**src/rtl/uart_8250_rx.sv**
```systemverilog
// uart_8250_rx
// Serial receive stage of an 8250-compatible UART. Oversamples the
// synchronised serial line at 16x the baud rate, validates the start bit,
// deserialises 5..8 data bits LSB first, checks parity and one stop bit,
// detects break and presents one character plus error flags per frame as a
// single-cycle strobe.
//
// Ports:
//   pclk      - sole clock
//   presetn   - asynchronous active-low reset
//   baud_tick - one-pclk enable pulse at 16x baud rate
//   sin       - asynchronous serial input, idle high
//   wls       - word length (00=5 .. 11=8 bits)
//   pen       - parity enable
//   eps       - even parity select
//   sp        - stick parity
//   rx_data   - received character, zero-extended above the word length
//   rx_valid  - one-pclk strobe qualifying rx_data/pe/fe/bi
//   pe        - parity error
//   fe        - framing error (stop bit sampled low)
//   bi        - break indication (data, parity and stop all low)
//   rx_busy   - high whenever the receiver is not idle

`timescale 1ns/1ps

module uart_8250_rx #(
    parameter int SYNC_STAGES = 2
) (
    input  logic       pclk,
    input  logic       presetn,
    input  logic       baud_tick,
    input  logic       sin,
    input  logic [1:0] wls,
    input  logic       pen,
    input  logic       eps,
    input  logic       sp,
    output logic [7:0] rx_data,
    output logic       rx_valid,
    output logic       pe,
    output logic       fe,
    output logic       bi,
    output logic       rx_busy
);

    typedef enum logic [2:0] {
        IDLE,
        START,
        DATA,
        PARITY,
        STOP,
        BRK_WAIT
    } state_t;

    state_t state;
    state_t state_n;

    logic [SYNC_STAGES-1:0] sync_q;
    logic                   s;
    logic                   s_prev;
    logic                   fall;
    logic [3:0]             tick_cnt;
    logic                   sample;
    logic [2:0]             bit_idx;
    logic                   last_bit;
    logic [7:0]             shreg;
    logic                   par_acc;
    logic                   all_zero;
    logic                   pe_acc;
    logic [1:0]             lat_wls;
    logic                   lat_pen;
    logic                   lat_eps;
    logic                   lat_sp;

    assign s        = sync_q[SYNC_STAGES-1];
    assign fall     = s_prev & ~s;
    // The sample point sits mid-bit: the tick on which the counter reads 7.
    assign sample   = baud_tick && (tick_cnt == 4'd7);
    assign last_bit = (bit_idx == ({1'b0, lat_wls} + 3'd4));
    assign rx_busy  = (state != IDLE);

    // State register; everything returns to IDLE on reset.
    always_ff @(posedge pclk or negedge presetn) begin
        if (!presetn) begin
            state <= IDLE;
        end else begin
            state <= state_n;
        end
    end

    // Next-state logic. All bit-level decisions are made at the sample
    // point, so a stalled baud_tick simply freezes the frame in place.
    always_comb begin
        state_n = state;
        case (state)
            IDLE: begin
                if (fall) begin
                    state_n = START;
                end
            end
            START: begin
                if (sample) begin
                    state_n = s ? IDLE : DATA;
                end
            end
            DATA: begin
                if (sample && last_bit) begin
                    state_n = lat_pen ? PARITY : STOP;
                end
            end
            PARITY: begin
                if (sample) begin
                    state_n = STOP;
                end
            end
            STOP: begin
                if (sample) begin
                    state_n = s ? IDLE : BRK_WAIT;
                end
            end
            BRK_WAIT: begin
                if (s) begin
                    state_n = IDLE;
                end
            end
            default: state_n = IDLE;
        endcase
    end

    // Datapath: synchroniser, tick counter, frame accumulation and the
    // registered outputs. Line configuration is captured at the start edge
    // so register writes mid-frame only affect the following frame.
    // all_zero tracks whether every sampled data/parity bit was low; the
    // stop sample completes the break test.
    always_ff @(posedge pclk or negedge presetn) begin
        if (!presetn) begin
            sync_q   <= '1;
            s_prev   <= 1'b1;
            tick_cnt <= 4'd0;
            bit_idx  <= 3'd0;
            shreg    <= 8'h00;
            par_acc  <= 1'b0;
            all_zero <= 1'b0;
            pe_acc   <= 1'b0;
            lat_wls  <= 2'b00;
            lat_pen  <= 1'b0;
            lat_eps  <= 1'b0;
            lat_sp   <= 1'b0;
            rx_data  <= 8'h00;
            rx_valid <= 1'b0;
            pe       <= 1'b0;
            fe       <= 1'b0;
            bi       <= 1'b0;
        end else begin
            sync_q   <= {sync_q[SYNC_STAGES-2:0], sin};
            s_prev   <= s;
            rx_valid <= 1'b0;

            if ((state == IDLE) && fall) begin
                tick_cnt <= 4'd0;
            end else if (baud_tick) begin
                tick_cnt <= tick_cnt + 4'd1;
            end

            case (state)
                IDLE: begin
                    if (fall) begin
                        lat_wls  <= wls;
                        lat_pen  <= pen;
                        lat_eps  <= eps;
                        lat_sp   <= sp;
                        bit_idx  <= 3'd0;
                        shreg    <= 8'h00;
                        par_acc  <= 1'b0;
                        all_zero <= 1'b1;
                        pe_acc   <= 1'b0;
                    end
                end
                DATA: begin
                    if (sample) begin
                        shreg[bit_idx] <= s;
                        par_acc        <= par_acc ^ s;
                        all_zero       <= all_zero & ~s;
                        bit_idx        <= bit_idx + 3'd1;
                    end
                end
                PARITY: begin
                    if (sample) begin
                        // Stick parity wants ~eps on the line; otherwise
                        // even parity wants an overall XOR of 0, odd of 1.
                        if (lat_sp) begin
                            pe_acc <= (s == lat_eps);
                        end else if (lat_eps) begin
                            pe_acc <= par_acc ^ s;
                        end else begin
                            pe_acc <= ~(par_acc ^ s);
                        end
                        all_zero <= all_zero & ~s;
                    end
                end
                STOP: begin
                    if (sample) begin
                        rx_valid <= 1'b1;
                        rx_data  <= shreg;
                        pe       <= pe_acc;
                        fe       <= ~s;
                        bi       <= all_zero & ~s;
                    end
                end
                default: begin
                end
            endcase
        end
    end

endmodule

```
**config.mk**
```make
export PLATFORM = sky130hd
export DESIGN_NAME = uart_8250_rx
export DESIGN_NICKNAME = d
export VERILOG_FILES = /design/src/rtl/uart_8250_rx.sv
export SDC_FILE = /design/constraint.sdc
export NUM_CORES = 1
export LEC_CHECK = 0
export CORE_MARGIN = 3
export CORE_UTILIZATION = 35
export CTS_BUF_LIST = sky130_fd_sc_hd__clkbuf_16
export DETAILED_ROUTE_END_ITERATION = 8
export PLACE_DENSITY = 0.6
export RECOVER_POWER = 100
export SLEW_MARGIN = 20
export SYNTH_ARGS = -nofsm -noshare
export SYNTH_HDL_FRONTEND = slang
export SYNTH_SLANG_ARGS = --single-unit
```
**constraint.sdc**
```tcl
create_clock -name pclk -period 1.8 [get_ports pclk]
set_input_delay 0.18 -clock pclk [delete_from_list [all_inputs] [get_ports pclk]]
set_output_delay 0.18 -clock pclk [all_outputs]
set_load 0.005 [all_outputs]
```
Word-level counts from Yosys, hierarchy flattened
Cells that the tools add are included.

Add/sub/neg operators: 3. $lt $le $gt $ge: 2. Eq/ne operators: 16. Mux-type cells: 33. Bitwise logic cells: 5. Reductions and logical operators: 17.

Operators with widths (count): $mux 3 (10); $pmux 3 s6 (1); $mux 8 (2); $pmux 8 s2 (1); $ne 2x2->1 const B (7); $mux 1 (10); $reduce_and 3->1 (3); $bwmux 8 (1); $mux 4 (2); $reduce_bool 2->1 (4); $eq 3x2->1 const B (2); $eq 3x3->1 const B (2); $pmux 1 s2 (3); $pmux 3 s2 (1); $reduce_and 6->1 (1); $add 4x1->4 const B (1); $eq 4x3->1 const B (1); $logic_and 1x1->1 (4); $lt 3x4->1 const B (1); $reduce_and 2->1 (2); $add 2x3->3 const B (1); $add 3x1->3 const B (1); $demux 1 s3 (1); $eq 3x1->1 const B (1); 11 further kinds (13).

Flip-flop bits (word level): 41. Bits of input ports: 9. Logic and storage cells: 94.

Longest topological paths before layout
Gate-level depths: netlist (run 1).

Word-level depth: 7. Gate-level depth with buffers: 7. Mapped depth without buffers: 5.

Least setup slack after synthesis (run 1)
No wires, ideal clock.

Path kind: register -> register. Start point: reg tick_cnt[0]. End point: reg state[2]. Arrival time: 1642 ps. Data required time: 1664 ps. Setup slack: 23 ps. Cell stages (with the launch flop): 7. Path buffers: 1. Clock period less this slack: 1777 ps. Cells stage by stage: dfrtp_1 ha_1 and4b_1 buf_6 a221o_1 a221oi_1 a211oi_2.

Longest elaborated chain between the ends: 5. Elaborated cells on any way between the ends: 8. Those cells by class: 5 x eq/ne; 3 x reduce/logical.

Ends and longest elaborated chain: start: declaration (RTL line 61) `logic [3:0] tick_cnt;`; start signal: assignment (RTL line 161) `tick_cnt <= tick_cnt + 4'd1;`; $eq 4x3->1 * (RTL line 77) `assign sample = baud_tick && (tick_cnt == 4'd7);`; $logic_and 1x1->1 * (RTL line 77); $logic_and 1x1->1 (RTL line 106) `if (sample && last_bit) begin`; $ne 2x2->1 (no line); $reduce_and 6->1 (no line) *; end signal: assignment (RTL line 86) `state <= state_n;`; end: declaration (RTL line 54) `state_t state;`.

Every way passes the cells marked *; elsewhere a longest branch is shown, timed or not. A chain may end at the register's enable or synchronous reset.

Worst setup path in the final report (run 1)
Start point: reg state[0]. End point: reg shreg[5].

Longest elaborated chain between the ends: 3. Elaborated cells on any way between the ends: 7. Those cells by class: 3 x eq/ne; 1 x mux; 3 x reduce/logical.

Ends and longest elaborated chain: $eq 3x2->1 / $logic_not 3->1 (equally long branches) (RTL line 164) `case (state)`; $ne 2x2->1 (no line) / $reduce_bool 2->1 (equally long branches); $reduce_and 3->1 (no line); end signal: indexed assignment (RTL line 180) `shreg[bit_idx] <= s;`; end: declaration (RTL line 65) `logic [7:0] shreg;`.

Parallel ways exist; a longest one is shown, timed or not.

==> impl_metrics.ini, run 1 <==
[status]
status = finished, final reports clean

[global_route]
grtUsageTotal_pct = 13.8
grt-ovfl-total = 0
grt_pass1_wl_um = 6850
grt_max_degree = 22
grt_pass1_vias = 1437
antenna_found_initial = 0

[timing]
setup_ws_ns = 0.0474
holdWs_ns = 0.356
clock_skew_ns = 0.00250
rsz0062_at_grt = yes
fmax_ghz = 0.571
relSlewSlack_pct = 19.4
final_max_slew_viol_count = 0
fin_crit_ns = 1.75
worst_slew_pin_slew_ns = 1.21
post-route-period-util_pct = 97.4
setup_viol = 0
final_hold_viol_count = 0

[yosys]
syn-cell-area_mm2 = 0.00198
synth_mux_area_share_pct = 10.3
synth_common_cells = dfrtp_1, nand2_1, mux2_2
syn-num-nets = 192
synth_warnings = 0
synth_top_area_share_pct = 48.0
ys_seq_area_share_pct = 52.0
async_flop_share_pct = 100
synth_area_leaders = dfrtp_1, mux2_2, nand2_1, mux2i_1, dfstp_2
synth_top_family_by_area = simple AND/OR/NAND/NOR gates
yosysTopAreaCell = dfrtp_1
synth-edff-count = 0
syn_inst = 181
synth_cell_types = 46
dominantRegCellSynth = dfrtp_1
synth_xor_area_share_pct = 3.54
synth_compound_area_share_pct = 9.42
synth_seq_cells = 41
synth-simple-area-share_pct = 18.6
synth.most_common_cell = dfrtp_1
syn_area_per_cell_um2 = 10.9
synth_fa_ha_area_share_pct = 1.26

[power_and_ir_drop]
total_power_mw = 3.57
ir_drop_v = 0.000572
power_density_mw_per_mm2 = 1380
p_leak_nw = 1.16

[worst_setup_path]
rr_startpoint = state[0]$_DFFE_PN0P_
start_kind = flop
cp.required_ns = 2.00
worstPathArrival_ns = 1.96
timing_worst_setup_path_type = reg -> reg
r2r_end = shreg[5]$_DFFE_PN0P_
worstPathMaxFanout = 7
r2r_slack_ns = 0.05
end_kind = flop
r2r_cells = 5

[route]
drt_first_pass_iters = 4
drt-wirelength-per-cell_um = 13.1
routed_wl_um = 3820
ant_nets = 0
drc_errors = 0
via_count = 1412
drt-initial-drc-count = 50
viasPerCell = 4.85

[cts]
cts_root_buf = clkbuf_16
cts_tree = yes
cts_buffers = 5
clk_latency_ns = 0.28
cts.sinks = 41
htreeDepth = 2
path_clk_slew_ns = 0.06
cts.path.max_buffers = 2

[die]
die_w_um = 81.2
io_pins = 22
rows = 26
die_height_um = 81.2
fp.dieArea_mm2 = 0.00659
initial_core_util_pct = 37.3
core_area_mm2 = 0.00530

[layout]
fillerInstances = 509
fin_nets = 231
drive_gt1_share_pct = 24.9
area_delta_synth_final_pct = 30.8
stdcell_area_mm2 = 0.00259
antenna_cells = 0

[job]
cap_viol_max_count = 0

[placed_design]
dp_hpwl_um = 2690
portBuffers = 21
gp_congestion = 0.844
dpl_worst_slack_ns = -0.104
place_area_mm2 = 0.00238

[worst_hold_path]
min_to = sync_q[1]$_DFF_PN1_
hp-start = sync_q[0]$_DFF_PN1_
min_path_cells = 0
hp-class = reg -> reg
## timing repair
item	in CTS	in global routing
pin swaps	0	2
gates resized for setup	0	9
endpoints found under the setup margin	2	23
hold buffers	1	0
gates cloned	0	0
setup buffers	0	2
endpoints found under the hold margin	20	0
## metrics by stage
| stage | util (%) | cells | TNS (ns) |
|---|---|---|---|
| 2_1_floorplan | - | 181 | 0 |
| 3_3_place_gp | 44.9 | 280 | -0.185 |
| 3_5_place_dp | 44.9 | 280 | -0.756 |
| 4_1_cts | 48.2 | 289 | -0.00173 |
| 5_1_grt | 48.8 | 291 | -0.0802 |
| 6_report | 48.8 | 291 | 0 |
## state kept, by name, summed over array words and instances, names as in the netlist, 2 cells and up
name      count
shreg         8
tick_cnt      4
rx_data       8
state         3
sync_q        2
lat_wls       2
bit_idx       3
## cell usage in the layout (no fill, tap or decap), drive strengths merged, types with 2 or more instances in the layout
cell,netlist,layout
nand2b,2,2
dlygate4sd3,0,14
mux2i,8,8
inv,4,5
nor3,3,3
nor2,10,10
nor2b,3,3
o21ai,7,7
a21oi,5,5
xor2,3,3
clkbuf,6,11
dfstp,3,3
xnor2,5,5
nand3,4,4
nor4bb,2,2
dfrtp,38,38
ha,2,2
o41ai,2,2
mux2,11,11
nand2,31,31
buf,8,19
clkdlybuf4s50,0,7
nor3b,2,2
nor4b,3,3
## per-layer routing
metal	vias up	wire length (um)	global-route usage, %
met4	0	72	7.94
met2	24	1650	21.0
met1	670	1960	17.9
met5	-	0	0
li1	711	-	-
met3	7	134	2.99
## area by class of cell
type	count	area (um^2)	share of cell area, %
tap	70	87.6	3.38
sequential	41	1030	39.8
clock inverter	3	37.5	1.45
timing repair buffer	46	403	15.6
inverter	4	15.0	0.580
multi-input combinational	122	891	34.4
clock buffer	5	125	4.83
## critical path, cell delays in order, from the launching register on
cell and delay (ns):
dfrtp_1 0.46, nor3b_2 0.33, a22oi_2 0.15, buf_4 0.20, nor4bb_1 0.32, mux2i_1 0.22
## power by group
group | switching [mW] | total [mW] | internal, mW
Combinational | 0.589 | 1.23 | 0.640
Sequential | 0.187 | 1.36 | 1.18
Clock | 0.340 | 0.984 | 0.644
Total | 1.12 | 3.57 | 2.46
## worst max-delay path by stage
| stage | start | endpoint | cells past startpoint |
|---|---|---|---|
| after floorplan | tick_cnt[0]$_DFFE_PN0P_ | state[2]$_DFFE_PN0P_ | 6 |
| after global placement | baud_tick | shreg[5]$_DFFE_PN0P_ | 5 |
| after detailed placement | baud_tick | shreg[5]$_DFFE_PN0P_ | 5 |
| after CTS | tick_cnt[0]$_DFFE_PN0P_ | state[2]$_DFFE_PN0P_ | 5 |
| after global routing | tick_cnt[0]$_DFFE_PN0P_ | state[2]$_DFFE_PN0P_ | 5 |
| final | state[0]$_DFFE_PN0P_ | shreg[5]$_DFFE_PN0P_ | 5 |
## cell families after synthesis
logic type | count (synthesis)
xor gates and xnor gates | 8
and+or+nand+nor | 67
adders and majority gates | 2
AOI/OAI and AO/OA | 26
DFF | 41
buffers and inverters | 18
muxes | 19
Power figures use the tool's default switching activity.
==> run 2, diff against run 1 <==
- CORE_UTILIZATION: 35 -> 50
- PLACE_DENSITY: 0.6 -> 0.79
==> impl_metrics.ini, run 2 (synthesis results as in run 1) <==
[status]
status = finished, final reports clean

[timing]
holdWs_ns = 0.360
clock_skew_ns = 0.00260
setup_ws_ns = 0.0482
final_hold_viol_count = 0
relSlewSlack_pct = 35.3
worst_slew_pin_slew_ns = 0.970
final_max_slew_viol_count = 0
post-route-period-util_pct = 97.3
setup_viol = 0
tns_ns = 0
fin_crit_ns = 1.75
fmax_ghz = 0.571
rsz0062_at_grt = yes

[global_route]
use_met1_pct = 24.5
grt_pass1_wl_um = 6620
grt_max_degree = 42
grt-ovfl-total = 0
antenna_found_initial = 0
grt_pass1_vias = 1461
grt.busiest_layer = met2
grtUsageTotal_pct = 19.2
met2_usage_pct = 28.9
met3_usage_pct = 6.81

[die]
io_pins = 22
core_area_mm2 = 0.00374
rows = 22
die_height_um = 68.9
die_w_um = 68.9
fp.dieArea_mm2 = 0.00475
initial_core_util_pct = 52.9

[layout]
area_delta_synth_final_pct = 29.5
fin_nets = 229
top_regs = rx_data x8, shreg x8, tick_cnt x4
drive_gt1_share_pct = 26.5
antenna_cells = 0
layout_common_cells = dfrtp_1, nand2_1, buf_4, dlygate4sd3_1, mux2_2
fillerInstances = 293
stdcell_area_mm2 = 0.00256
final_common_cell = dfrtp_1
final_util_pct = 68.4
final_cell_count_no_fill = 267

[route]
ant_nets = 0
drt-wirelength-per-cell_um = 14.8
viasPerCell = 5.50
drt-initial-drc-count = 114
drt_first_pass_iters = 4
drc_errors = 0
via_count = 1468
routed_wl_um = 3950

[worst_setup_path]
rr_startpoint = tick_cnt[1]$_DFFE_PN0P_
r2r_cells = 6
r2r_end = shreg[3]$_DFFE_PN0P_
r2r_slack_ns = 0.05
critPathLaunch = tick_cnt[1]$_DFFE_PN0P_
end_kind = flop
cp.required_ns = 2.00
worstPathMaxFanout = 9
worstPathArrival_ns = 1.95
start_kind = flop
timing_worst_setup_path_type = reg -> reg

[power_and_ir_drop]
p_leak_nw = 1.16
ir_drop_v = 0.000802
total_power_mw = 3.63
power_density_mw_per_mm2 = 1420

[placed_design]
gp_congestion = 0.845
placed_cells = 256
dpl_worst_slack_ns = -0.154
place_area_mm2 = 0.00233
dp_hpwl_um = 2780
portBuffers = 21

[cts]
htreeDepth = 2
cts_buffers = 5
clk_latency_ns = 0.28
cts.sinks = 41
cts.path.max_buffers = 2
cts_root_buf = clkbuf_16
path_clk_slew_ns = 0.06
cts_tree = yes

[worst_hold_path]
hp-start = sync_q[0]$_DFF_PN1_
hp-class = reg -> reg
min_path_cells = 0
min_to = sync_q[1]$_DFF_PN1_

[job]
cap_viol_max_count = 0
run 2: cell types whose count changed in the layout (fill, tap and decap cells not counted), moves of 2 or more:
cell      before  now
buf_4         17   20
buf_12         2    0
clkbuf_1       4    0
nor3b_2        2    0
run 2: per-layer routing:
layer  wire [um]  up-vias
met5           0        -
met4          94        0
met3         193       12
met2        1940       36
met1        1720      717
li1            -      703
run 2: timing repair:
item / in CTS / in global routing
hold buffers: 1 / 0
pin swaps: 0 / 3
resized for setup: 3 / 10
hold endpoints to repair: 38 / 0
setup endpoints to repair: 3 / 24
buffers inserted: 0 / 2
run 2: cell type report:
| class | instances | area, um^2 | share of cell area (%) |
|---|---|---|---|
| Multi-Input combinational cell | 122 | 913 | 35.6 |
| Tap cell | 48 | 60.1 | 2.34 |
| Timing Repair Buffer | 44 | 382 | 14.9 |
| Inverter | 4 | 15.0 | 0.586 |
| Clock inverter | 3 | 37.5 | 1.46 |
| Sequential cell | 41 | 1030 | 40.2 |
| Clock buffer | 5 | 125 | 4.88 |
run 2: how the worst max path moves through the flow:
| stage | end | slack (ns) | cells past startpoint |
|---|---|---|---|
| 2_1_floorplan | state[2]$_DFFE_PN0P_ | 0.02 | 6 |
| 3_3_place_gp | shreg[5]$_DFFE_PN0P_ | -0.02 | 5 |
| 3_5_place_dp | shreg[3]$_DFFE_PN0P_ | -0.15 | 5 |
| 4_1_cts | shreg[3]$_DFFE_PN0P_ | 0.004 | 5 |
| 5_1_grt | shreg[0]$_DFFE_PN0P_ | -0.06 | 6 |
| 6_report | shreg[3]$_DFFE_PN0P_ | 0.05 | 6 |
run 2: power by group:
group	internal (mW)	leakage (nW)	switching, mW	total [mW]
combinational	0.647	0.558	0.608	1.25
sequential	1.18	0.524	0.219	1.39
clock	0.644	0.0826	0.340	0.984
total	2.47	1.16	1.17	3.63
run 2: worst max-delay path, cell delays in order, from the launching register on:
cell and delay [ns]:
dfrtp_1 0.38, ha_2 0.20, and4b_2 0.30, a22oi_2 0.11, buf_6 0.17, nor4bb_4 0.28
mux2i_1 0.23
